[config.mk]
export PLATFORM = sky130hd
export DESIGN_NAME = wireframe_draw
export DESIGN_NICKNAME = d
export VERILOG_FILES = /design/src/rtl/wireframe_draw_pkg.sv /design/src/rtl/wireframe_draw_bresenham_step.sv /design/src/rtl/wireframe_draw.sv
export SDC_FILE = /design/constraint.sdc
export NUM_CORES = 1
export LEC_CHECK = 0
export ABC_CLOCK_PERIOD_IN_PS = 20800
export BUFFER_PORTS_ARGS = -buffer_cell sky130_fd_sc_hd__buf_2
export CAP_MARGIN = 20
export CORE_ASPECT_RATIO = 0.9
export CORE_MARGIN = 8
export CORE_UTILIZATION = 55
export DETAILED_ROUTE_END_ITERATION = 10
export PLACE_DENSITY = 0.87
export SYNTH_ARGS = -nofsm -noshare
export SYNTH_HDL_FRONTEND = slang
export SYNTH_SLANG_ARGS = --single-unit
[constraint.sdc]
create_clock -name clk -period 20.8 [get_ports clk]
set_input_delay 1.04 -clock clk [delete_from_list [all_inputs] [get_ports clk]]
set_output_delay 1.04 -clock clk [all_outputs]
set_load 0.05 [all_outputs]
[src/rtl/wireframe_draw_pkg.sv]
// Shared vertex/line types, screen geometry and FSM states for wireframe_draw.
// Optional macro WIREFRAME_CLEAR_EN adds the StClear state (framebuffer sweep).
`ifndef WIDTH
`define WIDTH 32
`endif
`ifndef HEIGHT
`define HEIGHT 24
`endif
`ifndef WIREFRAME_ADDR_SIZE
`define WIREFRAME_ADDR_SIZE 10
`endif

package wireframe_draw_pkg;

    localparam int WF_WIDTH     = `WIDTH;
    localparam int WF_HEIGHT    = `HEIGHT;
    localparam int WF_ADDR_SIZE = `WIREFRAME_ADDR_SIZE;

    typedef struct packed {
        shortint x;
        shortint y;
        shortint z;
    } Point3D;

    typedef struct packed {
        Point3D p;
        Point3D q;
        Point3D r;
    } Triangle3D;

    // dx >= 0, dy <= 0; sx/sy hold +1 or -1 as 16-bit two's complement
    typedef struct packed {
        logic [15:0] x;
        logic [15:0] y;
        logic [15:0] x1;
        logic [15:0] y1;
        logic [15:0] sx;
        logic [15:0] sy;
        logic [17:0] dx;
        logic [17:0] dy;
        logic [17:0] err;
    } LineState;

    typedef enum logic [2:0] {
        StIdle,
        StSetup,
        StDraw,
        StDone
`ifdef WIREFRAME_CLEAR_EN
        , StClear
`endif
    } wf_state_e;

endpackage

[src/rtl/wireframe_draw_bresenham_step.sv]
// One Bresenham step: next LineState from the current one, plus end-of-line flag.
// Purely combinational; the caller decides whether to register o_next.
module wireframe_draw_bresenham_step
    import wireframe_draw_pkg::*;
(
    input  LineState i_ls,
    output LineState o_next,
    output logic     o_at_end
);

    logic signed [18:0] w_e2;
    logic signed [18:0] w_dx;
    logic signed [18:0] w_dy;
    logic signed [17:0] w_err;
    logic               w_step_x;
    logic               w_step_y;

    always_comb begin
        w_e2     = {i_ls.err, 1'b0};
        w_dx     = {i_ls.dx[17], i_ls.dx};
        w_dy     = {i_ls.dy[17], i_ls.dy};
        o_at_end = (i_ls.x == i_ls.x1) && (i_ls.y == i_ls.y1);
        // Both decisions use the pre-update error term
        w_step_x = !o_at_end && (w_e2 >= w_dy);
        w_step_y = !o_at_end && (w_e2 <= w_dx);
        w_err    = i_ls.err;
        o_next   = i_ls;
        if (w_step_x) begin
            w_err    = w_err + i_ls.dy;
            o_next.x = i_ls.x + i_ls.sx;
        end
        if (w_step_y) begin
            w_err    = w_err + i_ls.dx;
            o_next.y = i_ls.y + i_ls.sy;
        end
        o_next.err = w_err;
    end

endmodule

[src/rtl/wireframe_draw.sv]
// Rasterizes the three edges of a triangle into a 1-bit wireframe SRAM, one pixel per clock.
// Define WIREFRAME_CLEAR_EN to sweep the whole framebuffer to 0 before drawing.
module wireframe_draw
    import wireframe_draw_pkg::*;
#(
    parameter int WIDTH  = WF_WIDTH,
    parameter int HEIGHT = WF_HEIGHT,
    parameter int ADDR_W = WF_ADDR_SIZE
) (
    input  logic              clk,
    input  logic              rst,
    input  logic              i_start,
    input  Triangle3D         i_ver,
    output logic              o_busy,
    output logic              o_done,
    output logic [ADDR_W-1:0] o_sram_addr,
    output logic              o_sram_wdata,
    output logic              o_sram_we
);

    wf_state_e          r_state, w_state_nxt;
    logic [1:0]         r_edge, w_edge_nxt;
    logic [15:0]        r_vx [3];
    logic [15:0]        r_vy [3];
    LineState           r_ls, w_ls_nxt, w_setup_ls, w_step_ls;
    logic               w_at_end;
    logic               w_capture;
    logic signed [15:0] w_x0, w_y0, w_x1, w_y1;
    logic signed [17:0] w_ddx, w_ddy, w_adx, w_ady;
    logic               w_x_ok, w_y_ok;
    logic               w_unused_z;

`ifdef WIREFRAME_CLEAR_EN
    localparam logic [ADDR_W-1:0] ClrLast = ADDR_W'(WIDTH * HEIGHT - 1);
    logic [ADDR_W-1:0] r_clr, w_clr_nxt;
`endif

    assign w_unused_z = ^{i_ver.p.z, i_ver.q.z, i_ver.r.z};
    assign w_capture  = (r_state == StIdle) && i_start;

    wireframe_draw_bresenham_step u_step (
        .i_ls     (r_ls),
        .o_next   (w_step_ls),
        .o_at_end (w_at_end)
    );

    // Edge 0: p->q, edge 1: q->r, edge 2: r->p
    always_comb begin
        case (r_edge)
            2'd0: begin
                w_x0 = r_vx[0]; w_y0 = r_vy[0]; w_x1 = r_vx[1]; w_y1 = r_vy[1];
            end
            2'd1: begin
                w_x0 = r_vx[1]; w_y0 = r_vy[1]; w_x1 = r_vx[2]; w_y1 = r_vy[2];
            end
            default: begin
                w_x0 = r_vx[2]; w_y0 = r_vy[2]; w_x1 = r_vx[0]; w_y1 = r_vy[0];
            end
        endcase
        w_ddx = {{2{w_x1[15]}}, w_x1} - {{2{w_x0[15]}}, w_x0};
        w_ddy = {{2{w_y1[15]}}, w_y1} - {{2{w_y0[15]}}, w_y0};
        w_adx = w_ddx[17] ? -w_ddx : w_ddx;
        w_ady = w_ddy[17] ? -w_ddy : w_ddy;
        w_setup_ls.x   = w_x0;
        w_setup_ls.y   = w_y0;
        w_setup_ls.x1  = w_x1;
        w_setup_ls.y1  = w_y1;
        w_setup_ls.sx  = (w_x0 < w_x1) ? 16'h0001 : 16'hFFFF;
        w_setup_ls.sy  = (w_y0 < w_y1) ? 16'h0001 : 16'hFFFF;
        w_setup_ls.dx  = w_adx;
        w_setup_ls.dy  = -w_ady;
        w_setup_ls.err = w_adx - w_ady;
    end

    // x[15]/y[15] flag negative coordinates; the walk continues while clipped
    assign w_x_ok = !r_ls.x[15] && (32'(r_ls.x) < 32'(WIDTH));
    assign w_y_ok = !r_ls.y[15] && (32'(r_ls.y) < 32'(HEIGHT));

    always_comb begin
        w_state_nxt = r_state;
        w_edge_nxt  = r_edge;
        w_ls_nxt    = r_ls;
`ifdef WIREFRAME_CLEAR_EN
        w_clr_nxt   = r_clr;
`endif
        o_busy       = 1'b0;
        o_done       = 1'b0;
        o_sram_we    = 1'b0;
        o_sram_wdata = 1'b0;
        o_sram_addr  = '0;
        case (r_state)
            StIdle: begin
                if (i_start) begin
                    w_edge_nxt = 2'd0;
`ifdef WIREFRAME_CLEAR_EN
                    w_clr_nxt   = '0;
                    w_state_nxt = StClear;
`else
                    w_state_nxt = StSetup;
`endif
                end
            end
`ifdef WIREFRAME_CLEAR_EN
            StClear: begin
                o_busy      = 1'b1;
                o_sram_we   = 1'b1;
                o_sram_addr = r_clr;
                w_clr_nxt   = r_clr + 1'b1;
                if (r_clr == ClrLast) begin
                    w_state_nxt = StSetup;
                end
            end
`endif
            StSetup: begin
                o_busy      = 1'b1;
                w_ls_nxt    = w_setup_ls;
                w_state_nxt = StDraw;
            end
            StDraw: begin
                o_busy       = 1'b1;
                o_sram_wdata = 1'b1;
                o_sram_we    = w_x_ok && w_y_ok;
                o_sram_addr  = ADDR_W'(r_ls.y) * ADDR_W'(WIDTH) + ADDR_W'(r_ls.x);
                if (w_at_end) begin
                    if (r_edge == 2'd2) begin
                        w_state_nxt = StDone;
                    end else begin
                        w_edge_nxt  = r_edge + 2'd1;
                        w_state_nxt = StSetup;
                    end
                end else begin
                    w_ls_nxt = w_step_ls;
                end
            end
            StDone: begin
                o_done = 1'b1;
                if (!i_start) begin
                    w_state_nxt = StIdle;
                end
            end
            default: w_state_nxt = StIdle;
        endcase
    end

    always_ff @(posedge clk or posedge rst) begin
        if (rst) begin
            r_state <= StIdle;
            r_edge  <= '0;
            r_ls    <= '0;
            for (int i = 0; i < 3; i++) begin
                r_vx[i] <= '0;
                r_vy[i] <= '0;
            end
`ifdef WIREFRAME_CLEAR_EN
            r_clr   <= '0;
`endif
        end else begin
            r_state <= w_state_nxt;
            r_edge  <= w_edge_nxt;
            r_ls    <= w_ls_nxt;
`ifdef WIREFRAME_CLEAR_EN
            r_clr   <= w_clr_nxt;
`endif
            if (w_capture) begin
                r_vx[0] <= i_ver.p.x;
                r_vy[0] <= i_ver.p.y;
                r_vx[1] <= i_ver.q.x;
                r_vy[1] <= i_ver.q.y;
                r_vx[2] <= i_ver.r.x;
                r_vy[2] <= i_ver.r.y;
            end
        end
    end

endmodule

* Word level (Yosys, flattened, before mapping) *
Cells that the tools add are included.

word-level totals
  register bits after elaboration = 251
  input bits = 147
  word-level logic and storage cells = 99

cells by class
  muxes and demuxes = 28
  reduce and logical (&&, ||, !) cells = 21
  bitwise operators = 1
  equality and inequality tests = 14
  add/sub/neg operators = 12
  order comparisons = 6

operators by type and width
  kind                   number
  $pmux W150 S2          1
  $mux W150              1
  $pmux W16 S2           4
  $mux W18               4
  $mux W16               4
  $add A18 B18 Y18       2
  $neg A17 Y18           2
  $sub A16 B16 Y17       2
  $add A16 B16 Y16       2
  $eq A16 B16 Y1         2
  $lt A16 B16 Y1         2
  $ge A19 B18 Y1         1
  $le A19 B18 Y1         1
  $neg A18 Y18           1
  $sub A18 B18 Y18       1
  $lt A16 B5 Y1 const B  1
  $lt A16 B6 Y1 const B  1
  $pmux W3 S4            1
  $add A10 B10 Y10       1
  $mux W10               1
  $mux W3                3
  $reduce_and A3 Y1      3
  $mux W2                4
  $ne A2 B2 Y1 const B   4
  other kinds (17)       33

* Longest topological paths before layout *
Gate-level depths: netlist of the first run.

  depth after elaboration = 9
  mapped depth = 32

* Cells and area by module *
A second synthesis of the first run with hierarchy kept.

second synthesis, totals
  cell total of the unflattened synthesis = 2,363
  area total of the unflattened synthesis = 21,470.6 um^2

by module, submodules not included
  module                         cells each  sequential area each (um^2)  area an instance (um^2)  times used
  wireframe_draw                 1,642       6,256.0                      15,800.2                 1
  wireframe_draw_bresenham_step  721         0.0                          5,670.4                  1

* Worst setup path before layout of the first run *
OpenSTA, ideal clock, no wires.

  kind = reg-to-reg
  start = register r_edge[0]
  end = register r_ls[13] (netlist name)
  path slack = 14.275 ns
  cell stages (with the launch flop) = 33
  setup time = 0.129 ns
  arrival time = 6.396 ns
  clock period less this slack = 6.525 ns
  data required time = 20.671 ns
  path through = dfrtp_1 -> inv_1 -> ha_1 -> clkbuf_1 -> clkbuf_1 -> clkbuf_1 -> a22o_1 -> a21oi_1 -> inv_1 -> fa_1 -> a21o_1 -> a21oi_1 -> o21ai_0 -> a21oi_1 -> o21a_1 -> a21oi_1 -> a22oi_1 -> clkbuf_1 -> nor2_1 -> a21oi_1 -> inv_1 -> ha_1 -> nor2b_1 -> o21ai_0 -> nand2b_1 -> a21o_1 -> a31o_2 -> a41o_1 -> o41ai_1 -> o21ai_0 -> xor2_1 -> a31oi_1 -> o21ai_0

between the ends
  word-level cells in the longest chain between the ends = 7
  elaborated cells on any way between the ends = 14

ends and longest elaborated chain
  what                                              line                                        source
  from (decl)                                       wireframe_draw.sv:22                        logic [1:0] r_edge, w_edge_nxt;
  from (signal assigned)                            wireframe_draw.sv:159                       r_edge <= w_edge_nxt;
  $eq A2 B1 Y1 or $logic_not A2 Y1 (tied branches)  wireframe_draw.sv:49                        case (r_edge)
  $pmux W16 S2                                      wireframe_draw.sv:49
  $sub A16 B16 Y17 (on tied branches)               wireframe_draw.sv:60, wireframe_draw.sv:61
  $neg A17 Y18 (on tied branches)                   wireframe_draw.sv:62, wireframe_draw.sv:63
  $mux W18 (on tied branches)                       wireframe_draw.sv:62, wireframe_draw.sv:63
  $sub A18 B18 Y18 *                                wireframe_draw.sv:72                        w_setup_ls.err = w_adx - w_ady;
  $pmux W150 S2 *                                   wireframe_draw.sv:91                        case (r_state)
  to (signal assigned)                              wireframe_draw.sv:160                       r_ls <= w_ls_nxt;
  to (decl)                                         wireframe_draw.sv:25                        LineState r_ls, w_ls_nxt, w_setup_ls, w_step_ls;

Every way passes the cells marked *; elsewhere a longest branch is shown, timed or not.
A chain may end at the register's enable or synchronous reset.

* Worst setup path in the final report of the first run *
Ends and elaborated chain as after synthesis.

==> flow_metrics.py, run 1 <==
metrics = {
    "place": {
        "portBuffers": 112,
        "dp_hpwl_mm": 37.9,
        "post-place-ws_ns": 12.93,
        "place.gp.congestion": 0.958,
    },
    "floorplanning": {
        "ios": 161,
        "start_util_pct": 56.0,
        "die-area_um2": 38700,
        "rows": 62,
        "die_w_um": 206,
        "core_area_um2": 32000,
        "die_h_um": 187,
    },
    "final_layout": {
        "antennaDiodeCount": 0,
        "drive_gt1_share_pct": 15.9,
        "nets": 2372,
        "final-seq-area_um2": 5530,
        "fillCellCount": 2541,
        "areaGrowthSynthToFinish_pct": 9.83,
        "multi_input_area_um2": 11600,
    },
    "setup_path": {
        "slowest_delay_ns": 0.55,
        "crit_path_max_fanout": 65,
        "r2r_slack_ns": 12.78,
        "crit_buf_inv": 6,
        "crit_path_frequent_cell": "a21oi_1",
        "crit_path_end_kind": "flop",
        "cp.arrival_ns": 8.44,
        "startpoint_type": "flop",
        "path_delay_family": "compound AO/OA/AOI/OAI gates",
        "path_class": "reg -> reg",
        "worstPathRequired_ns": 21.21,
        "critical_path.slowest_cell": "o41ai_1",
    },
    "clock_network": {
        "post_cts_resized": 0,
        "clk_latency_ns": 0.57,
        "clockBufferDepth": 3,
        "cts_root_buf": "clkbuf_16",
        "cts_buffers": 26,
        "cts_hold_buffers": 0,
        "htreeDepth": 1,
        "clkSlewWorstSetupHoldPaths_ns": 0.06,
        "cts_sinks": 221,
        "cts_tree": "done",
        "cts_setup_buffers": 0,
    },
    "grt": {
        "grt_pass1_wl_mm": 82.3,
        "grtUsageTotal_pct": 25.8,
        "grt_max_degree": 106,
        "antenna_found_initial": 0,
        "grt_pass1_vias": 15800,
        "grt_overflow": 0,
    },
    "yosys": {
        "ys_top_cells_by_count": "dfrtp_1, a21oi_1, ha_1",
        "synth_top_cell_by_area": "dfrtp_1",
        "syn_nets": 2300,
        "synth_most_common_cell": "dfrtp_1",
        "synth_top_area_share_pct": 30.8,
        "ys_types": 88,
        "netlist_area_um2": 18000,
        "ys_ff_latch": 221,
        "avgSynthCellArea_um2": 9.06,
        "synthTopCellsByArea": "dfrtp_1, ha_1, mux2_2",
        "yosys_warnings": 0,
        "synthFlopType": "dfrtp_1",
        "ys_async_sr_fraction_pct": 100,
        "synthesis.instances": 1982,
        "ys_seq_area_share_pct": 30.8,
        "synth-edff-count": 0,
    },
    "timing": {
        "timing.fmax_ghz": 0.125,
        "rsz0062_at_grt": "no",
        "slew_headroom_pct": 28.8,
        "final_hold_viol_count": 0,
        "tightestPinTransition_ns": 1.07,
        "layout_setup_ws_ns": 12.78,
        "drv_slew": 0,
        "tns_ns": 0,
        "post-route-min-period_ns": 8.02,
        "setup_viol": 0,
        "finalCritPeriodShare_pct": 38.6,
        "fin_skew_ns": 0.0316,
    },
    "route": {
        "wire_per_inst_um": 20.8,
        "vias": 16200,
        "routed_via_density": 6.50,
        "first_pass_iters": 8,
        "wl_mm": 51.6,
        "ant_nets": 0,
        "first_iter_violations": 1467,
        "drc": 0,
    },
    "hold_path": {
        "hp-class": "reg -> reg",
    },
    "status": {
        "status": "completed",
    },
    "job": {
        "drv_cap": 0,
    },
}
area by class of cell:
class | count | area share [%]
repair buffers | 127 | 3.48
clock buffers | 32 | 3.67
well taps | 416 | 2.64
inverters | 135 | 2.61
flip-flops and latches | 221 | 28.0
multi-input cells | 1543 | 58.9
clock inverters | 11 | 0.704
routing by layer:
layer  global-route usage [%]  part of all wire [%]  vias up
li1                         -                     -     7400
met1                     34.9                    42     7841
met2                     42.0                    47      807
met3                     3.86                   8.4      111
met4                     7.91                   3.1        0
met5                        0                     0        -
registers in the layout, indices dropped and copies added (netlist names):
name / cells
r_vx: 48
r_vy: 48
r_state: 2
r_edge: 2
r_ls: 121
worst register-to-register path: cells and delay by family (launching register included):
kind / cells / cell delay [ns]
and+or+nand+nor: 4 / 0.51
buffers and inverters: 6 / 1.49
AOI/OAI and AO/OA: 17 / 4.38
xor gates and xnor gates: 1 / 0.19
adders and majority gates: 3 / 0.94
DFF: 1 / 0.40
cells in the final DEF (no fill, tap or decap), drive strengths merged, types with 28 or more instances in the layout:
cell type  netlist  final
a22o            62     62
dfrtp          221    221
a21o            32     32
buf             21    127
nor2           122    122
o21ai          109    109
ha             163    163
nand2          117    117
nor3            30     30
xnor2          115    115
clkbuf          62     32
o2bb2ai         36     36
a21oi          180    180
xor2            48     48
nand4           28     28
inv            134    135
nand3           33     33
mux2           112    112
through the flow:
stage	util, %	instance area (um^2)	hold WS (ns)	instances
global placement	58.8	18800	0.490	2441
global route	61.6	19700	0.520	2485
detailed placement	58.8	18800	0.494	2441
floorplan	-	18000	0.475	1982
finish	61.6	19700	0.510	2485
CTS	61.5	19700	0.509	2484
worst paths after layout:
kind                           start   endpoint  depth (start not counted)
setup / recovery           r_edge[0]   r_ls[13]                         31
hold reg to reg            r_ls[108]  r_ls[108]                          1
min in group asynchronous        rst   r_vx[26]                          2
setup reg to reg           r_edge[0]   r_ls[13]                         31
max in group asynchronous        rst   r_vy[20]                          3
hold / removal             r_ls[108]  r_ls[108]                          1
cells by family (layout without fill, tap and decap cells):
group                      after synthesis  in the layout  share of synthesized area (%)
and+or+nand+nor                        459            459                           12.6
DFF                                    221            221                           30.8
adders and majority gates              171            171                           12.3
xor gates and xnor gates               163            163                           8.03
AOI/OAI and AO/OA                      613            613                           23.1
muxes                                  137            137                           8.42
buffers and inverters                  218            305                           4.84
Power of run 1 is not shown: default switching activity piles up to over one toggle a cycle in this logic, so the estimate is an artifact.
==> run 2: changes to the inputs <==
--- a/config.mk
+++ b/config.mk
@@ -5,7 +5,7 @@
 export SDC_FILE = /design/constraint.sdc
 export NUM_CORES = 1
 export LEC_CHECK = 0
-export ABC_CLOCK_PERIOD_IN_PS = 20800
+export ABC_CLOCK_PERIOD_IN_PS = 7690
 export BUFFER_PORTS_ARGS = -buffer_cell sky130_fd_sc_hd__buf_2
 export CAP_MARGIN = 20
 export CORE_ASPECT_RATIO = 0.9
==> constraint.sdc (replaced) <==
create_clock -name clk -period 7.69 [get_ports clk]
set_input_delay 0.3845 -clock clk [delete_from_list [all_inputs] [get_ports clk]]
set_output_delay 0.3845 -clock clk [all_outputs]
set_load 0.05 [all_outputs]
==> run 2 against run 1 <==
Clock skew grew 0.0062 ns; clock-buffer cell count grew 7; first-iteration DRC count grew 15%; wire length grew 1.5%; sequential share of layout area shrank 0.22 points; hold slack lost 0.50 ns; flip-flop and latch count is the same; register-to-register slack lost 12 ns; non-clock buffer count grew 6; critical endpoint is now r_ls[15]; critical path depth shrank 1; die area is the same.
==> flow_metrics.py, run 2 (synthesis results as in run 1) <==
metrics = {
    "status": {
        "status": "completed",
    },
    "grt": {
        "antenna_found_initial": 0,
        "grt_pass1_vias": 15900,
        "grt_pass1_wl_mm": 84.6,
        "grt_max_degree": 138,
        "grt_overflow": 0,
        "grtUsageTotal_pct": 26.4,
    },
    "setup_path": {
        "cp.arrival_ns": 7.43,
        "slowest_delay_ns": 0.43,
        "r2r-start": "r_edge[1]",
        "startpoint_type": "flop",
        "critical_path.slowest_cell": "o41ai_2",
        "crit_path_end_kind": "flop",
        "crit_path_frequent_cell": "a21oi_1",
        "worstPathRequired_ns": 8.10,
        "path_class": "reg -> reg",
        "startpoint": "r_edge[1]",
        "crit_path_max_fanout": 37,
    },
    "route": {
        "vias": 16200,
        "wire_per_inst_um": 21.0,
        "first_pass_iters": 6,
        "wl_mm": 52.3,
        "drc": 0,
        "ant_nets": 0,
        "routed_via_density": 6.51,
        "first_iter_violations": 1682,
    },
    "clock_network": {
        "cts_hold_buffers": 0,
        "cts_root_buf": "clkbuf_16",
        "clk_latency_ns": 0.57,
        "htreeDepth": 1,
        "cts_tree": "done",
        "cts_sinks": 221,
        "clkSlewWorstSetupHoldPaths_ns": 0.06,
        "cts_buffers": 26,
        "clockBufferDepth": 3,
    },
    "timing": {
        "final_hold_viol_count": 0,
        "setup_viol": 0,
        "drv_slew": 0,
        "fin_skew_ns": 0.0378,
        "hold_ws_ns": 0.0111,
        "rsz0062_at_grt": "no",
        "slew_headroom_pct": 26.7,
        "tns_ns": 0,
        "finalCritPeriodShare_pct": 91.3,
        "post-route-min-period_ns": 7.02,
        "tightestPinTransition_ns": 1.10,
        "timing.fmax_ghz": 0.142,
    },
    "place": {
        "dp_hpwl_mm": 37.6,
        "place.gp.congestion": 0.989,
        "placedCellCount": 2446,
        "portBuffers": 112,
    },
    "final_layout": {
        "fin_cells": 2495,
        "antennaDiodeCount": 0,
        "drive_gt1_share_pct": 16.2,
        "areaGrowthSynthToFinish_pct": 10.7,
        "top_register": "r_ls",
        "layout_common_cells": "dfrtp_1, a21oi_1, ha_1",
        "fillCellCount": 2543,
        "final_util_pct": 62.0,
        "largestRegisters": "r_ls: 121 flops, r_vx: 48 flops, r_vy: 48 flops",
        "largest_reg_flops": 121,
        "final_common_cell": "dfrtp_1",
        "nets": 2378,
    },
    "floorplanning": {
        "die-area_um2": 38700,
        "core_area_um2": 32000,
        "die_w_um": 206,
        "start_util_pct": 56.0,
        "ios": 161,
        "die_h_um": 187,
        "rows": 62,
    },
    "hold_path": {
        "hp-class": "in -> async",
    },
    "job": {
        "drv_cap": 0,
    },
}
==> run 2: changes by cell type in the layout (fill, tap and decap cells not counted), sizes merged <==
cell / before / now
buf: 127 / 133
bufinv: 2 / 3
clkbuf: 32 / 39
clkinv: 8 / 6
inv: 135 / 133
==> run 2: timing repair <==
action / CTS / global route
resized for setup: 0 / 2
endpoints found under the setup margin: 0 / 6
buffers inserted: 0 / 0
==> run 2: cell type report <==
class                   instances  area, um^2  area share, %
inverters                     135         514           2.59
multi-input cells            1543       11600           58.5
repair buffers                133         751           3.78
clock inverters                 8         146          0.736
well taps                     416         520           2.62
clock buffers                  39         790           3.97
flip-flops and latches        221        5530           27.8
==> run 2: critical path: cells and delay by family, from the launching register on <==
family,cells,cell delay (ns)
adders and majority gates,3,1.02
AOI/OAI and AO/OA,16,3.89
buffers and inverters,5,0.81
DFF,1,0.41
xor gates and xnor gates,1,0.17
and+or+nand+nor,5,0.52
==> run 2: final timing paths <==
path	end	slack [ns]	depth (start not counted)
worst max-delay path	r_ls[15]	0.67	30
worst min-delay path	r_vx[10]	0.01	2
worst max register to register	r_ls[15]	0.67	30
worst min register to register	r_ls[101]	0.51	1
max in group asynchronous	r_ls[130]	6.28	4
min in group clk	r_vy[22]	0.04	2
==> run 2: through the flow <==
stage / cell area (um^2) / worst slack [ns]
after global placement: 18900 / 0.700
final: 19900 / 0.669
after CTS: 19800 / 0.320
after detailed placement: 18900 / 0.450
after floorplan: 18000 / 1.16
after global routing: 19900 / 0.0969
==> run 2: routing by layer <==
metal | vias up | global-route usage [%] | share of wire [%] | wire length (um)
met1 | 7798 | 35.3 | 41 | 21400
met4 | 0 | 11.6 | 4.8 | 2520
met2 | 875 | 41.2 | 45 | 23500
li1 | 7419 | - | - | -
met5 | - | 0 | 0 | 0
met3 | 145 | 4.94 | 9.4 | 4920
Power of run 2 is left out for the same reason.
==> run 3: changes to the inputs <==
--- a/config.mk
+++ b/config.mk
@@ -8,7 +8,7 @@
 export ABC_CLOCK_PERIOD_IN_PS = 7690
 export BUFFER_PORTS_ARGS = -buffer_cell sky130_fd_sc_hd__buf_2
 export CAP_MARGIN = 20
-export CORE_ASPECT_RATIO = 0.9
+export CORE_ASPECT_RATIO = 2
 export CORE_MARGIN = 8
 export CORE_UTILIZATION = 55
 export DETAILED_ROUTE_END_ITERATION = 10
==> run 3 against run 2 <==
Utilization fell by 1.0 points; critical path depth fell by 2; design area fell by 1.1%; sequential share of layout area rose by 0.30 points; wire length rose by 3.3%; clock-buffer cell count fell by 15; via count fell by 0.28%; first-iteration DRC count fell by 32%; largest cell class unchanged.
==> flow_metrics.py, run 3 (synthesis results as in run 1) <==
metrics = {
    "place": {
        "portBuffers": 112,
        "place.gp.congestion": 0.961,
        "dp_hpwl_mm": 41.0,
    },
    "setup_path": {
        "crit_path_max_fanout": 21,
        "path_delay_family": "compound AO/OA/AOI/OAI gates",
        "cp.arrival_ns": 7.58,
        "critical_path.slowest_cell": "xor2_1",
        "path_class": "reg -> reg",
        "startpoint": "r_edge[1]",
        "worstPathRequired_ns": 8.07,
        "crit_buf_inv": 5,
        "crit_path_frequent_cell": "a21oi_1",
        "r2r-start": "r_edge[1]",
        "slowest_delay_ns": 0.53,
        "startpoint_type": "flop",
        "crit_path_end_kind": "flop",
    },
    "final_layout": {
        "final_common_cell": "dfrtp_1",
        "nets": 2380,
        "largestRegisters": "r_ls: 121 flops, r_vx: 48 flops, r_vy: 48 flops",
        "top_register": "r_ls",
        "areaGrowthSynthToFinish_pct": 9.51,
        "largest_reg_flops": 121,
        "layout_common_cells": "dfrtp_1, a21oi_1, ha_1",
        "antennaDiodeCount": 0,
        "drive_gt1_share_pct": 16.1,
    },
    "clock_network": {
        "cts_tree": "done",
        "post_cts_resized": 0,
        "cts_buffers": 20,
        "cts_setup_buffers": 0,
        "cts_root_buf": "clkbuf_16",
        "clk_latency_ns": 0.53,
        "htreeDepth": 1,
        "clockBufferDepth": 3,
        "cts_sinks": 221,
        "clkSlewWorstSetupHoldPaths_ns": 0.07,
    },
    "route": {
        "vias": 16200,
        "drc": 0,
        "wire_per_inst_um": 21.6,
        "wl_mm": 54.1,
        "routed_via_density": 6.47,
        "first_pass_iters": 5,
        "ant_nets": 0,
        "first_iter_violations": 1147,
    },
    "timing": {
        "timing.fmax_ghz": 0.139,
        "slew_headroom_pct": 26.7,
        "post-route-min-period_ns": 7.20,
        "tns_ns": 0,
        "tightestPinTransition_ns": 1.10,
        "final_hold_viol_count": 0,
        "setup_viol": 0,
        "drv_slew": 0,
        "fin_skew_ns": 0.0129,
        "rsz0062_at_grt": "no",
        "finalCritPeriodShare_pct": 93.7,
    },
    "grt": {
        "grt_pass1_wl_mm": 85.3,
        "grt_pass1_vias": 16900,
        "grtUsageTotal_pct": 27.5,
        "grt_max_degree": 147,
        "antenna_found_initial": 0,
        "grt_overflow": 0,
    },
    "job": {
        "drv_cap": 0,
    },
    "floorplanning": {
        "die-area_um2": 39000,
        "start_util_pct": 55.7,
        "die_w_um": 144,
        "core_area_um2": 32200,
        "rows": 93,
        "ios": 161,
        "die_h_um": 272,
    },
    "hold_path": {
        "hp-class": "in -> reg",
        "min_from": "i_ver[141]",
    },
    "status": {
        "status": "completed",
    },
}
[run 3: routing by layer]
layer	vias up	global-route usage, %	wire length [um]
li1	7434	-	-
met1	7778	27.0	18700
met2	722	50.5	28200
met3	257	3.34	2630
met4	0	21.7	4540
met5	-	0	0
[run 3: cell type report]
| cell class | instances | area [um^2] |
|---|---|---|
| fillers | 2606 | 12600 |
| repair buffers | 140 | 793 |
| multi-input cells | 1544 | 11600 |
| flip-flops and latches | 221 | 5530 |
| clock buffers | 24 | 547 |
| inverters | 135 | 514 |
| clock inverters | 12 | 130 |
| well taps | 427 | 534 |
[run 3: through the flow]
stage | util, % | hold WS [ns] | std cells | area, um^2 | setup WS [ns]
2_1_floorplan | - | 0.475 | 1982 | 18000 | 1.16
3_3_place_gp | 58.8 | 0.489 | 2464 | 18900 | 0.771
3_5_place_dp | 58.8 | 0.497 | 2464 | 18900 | 0.642
4_1_cts | 60.9 | 0.0769 | 2500 | 19600 | 0.501
5_1_grt | 61.0 | 0.0872 | 2503 | 19700 | 0.138
6_report | 61.0 | 0.0886 | 2503 | 19700 | 0.487
[run 3: worst paths after layout]
kind	cells past startpoint	slack [ns]	endpoint
max	28	0.49	r_ls[13]
min	2	0.09	r_vx[45]
max reg2reg	28	0.49	r_ls[13]
min reg2reg	1	0.51	r_ls[106]
max in group asynchronous	5	5.55	r_vy[29]
min in group asynchronous	3	0.42	r_ls[108]
[run 3: what timing repair did]
item / 4_1_cts / 5_1_grt
setup endpoints to repair: 0 / 3
hold endpoints to repair: 0 / 48
hold buffers: 0 / 1
Power of run 3 is left out for the same reason.
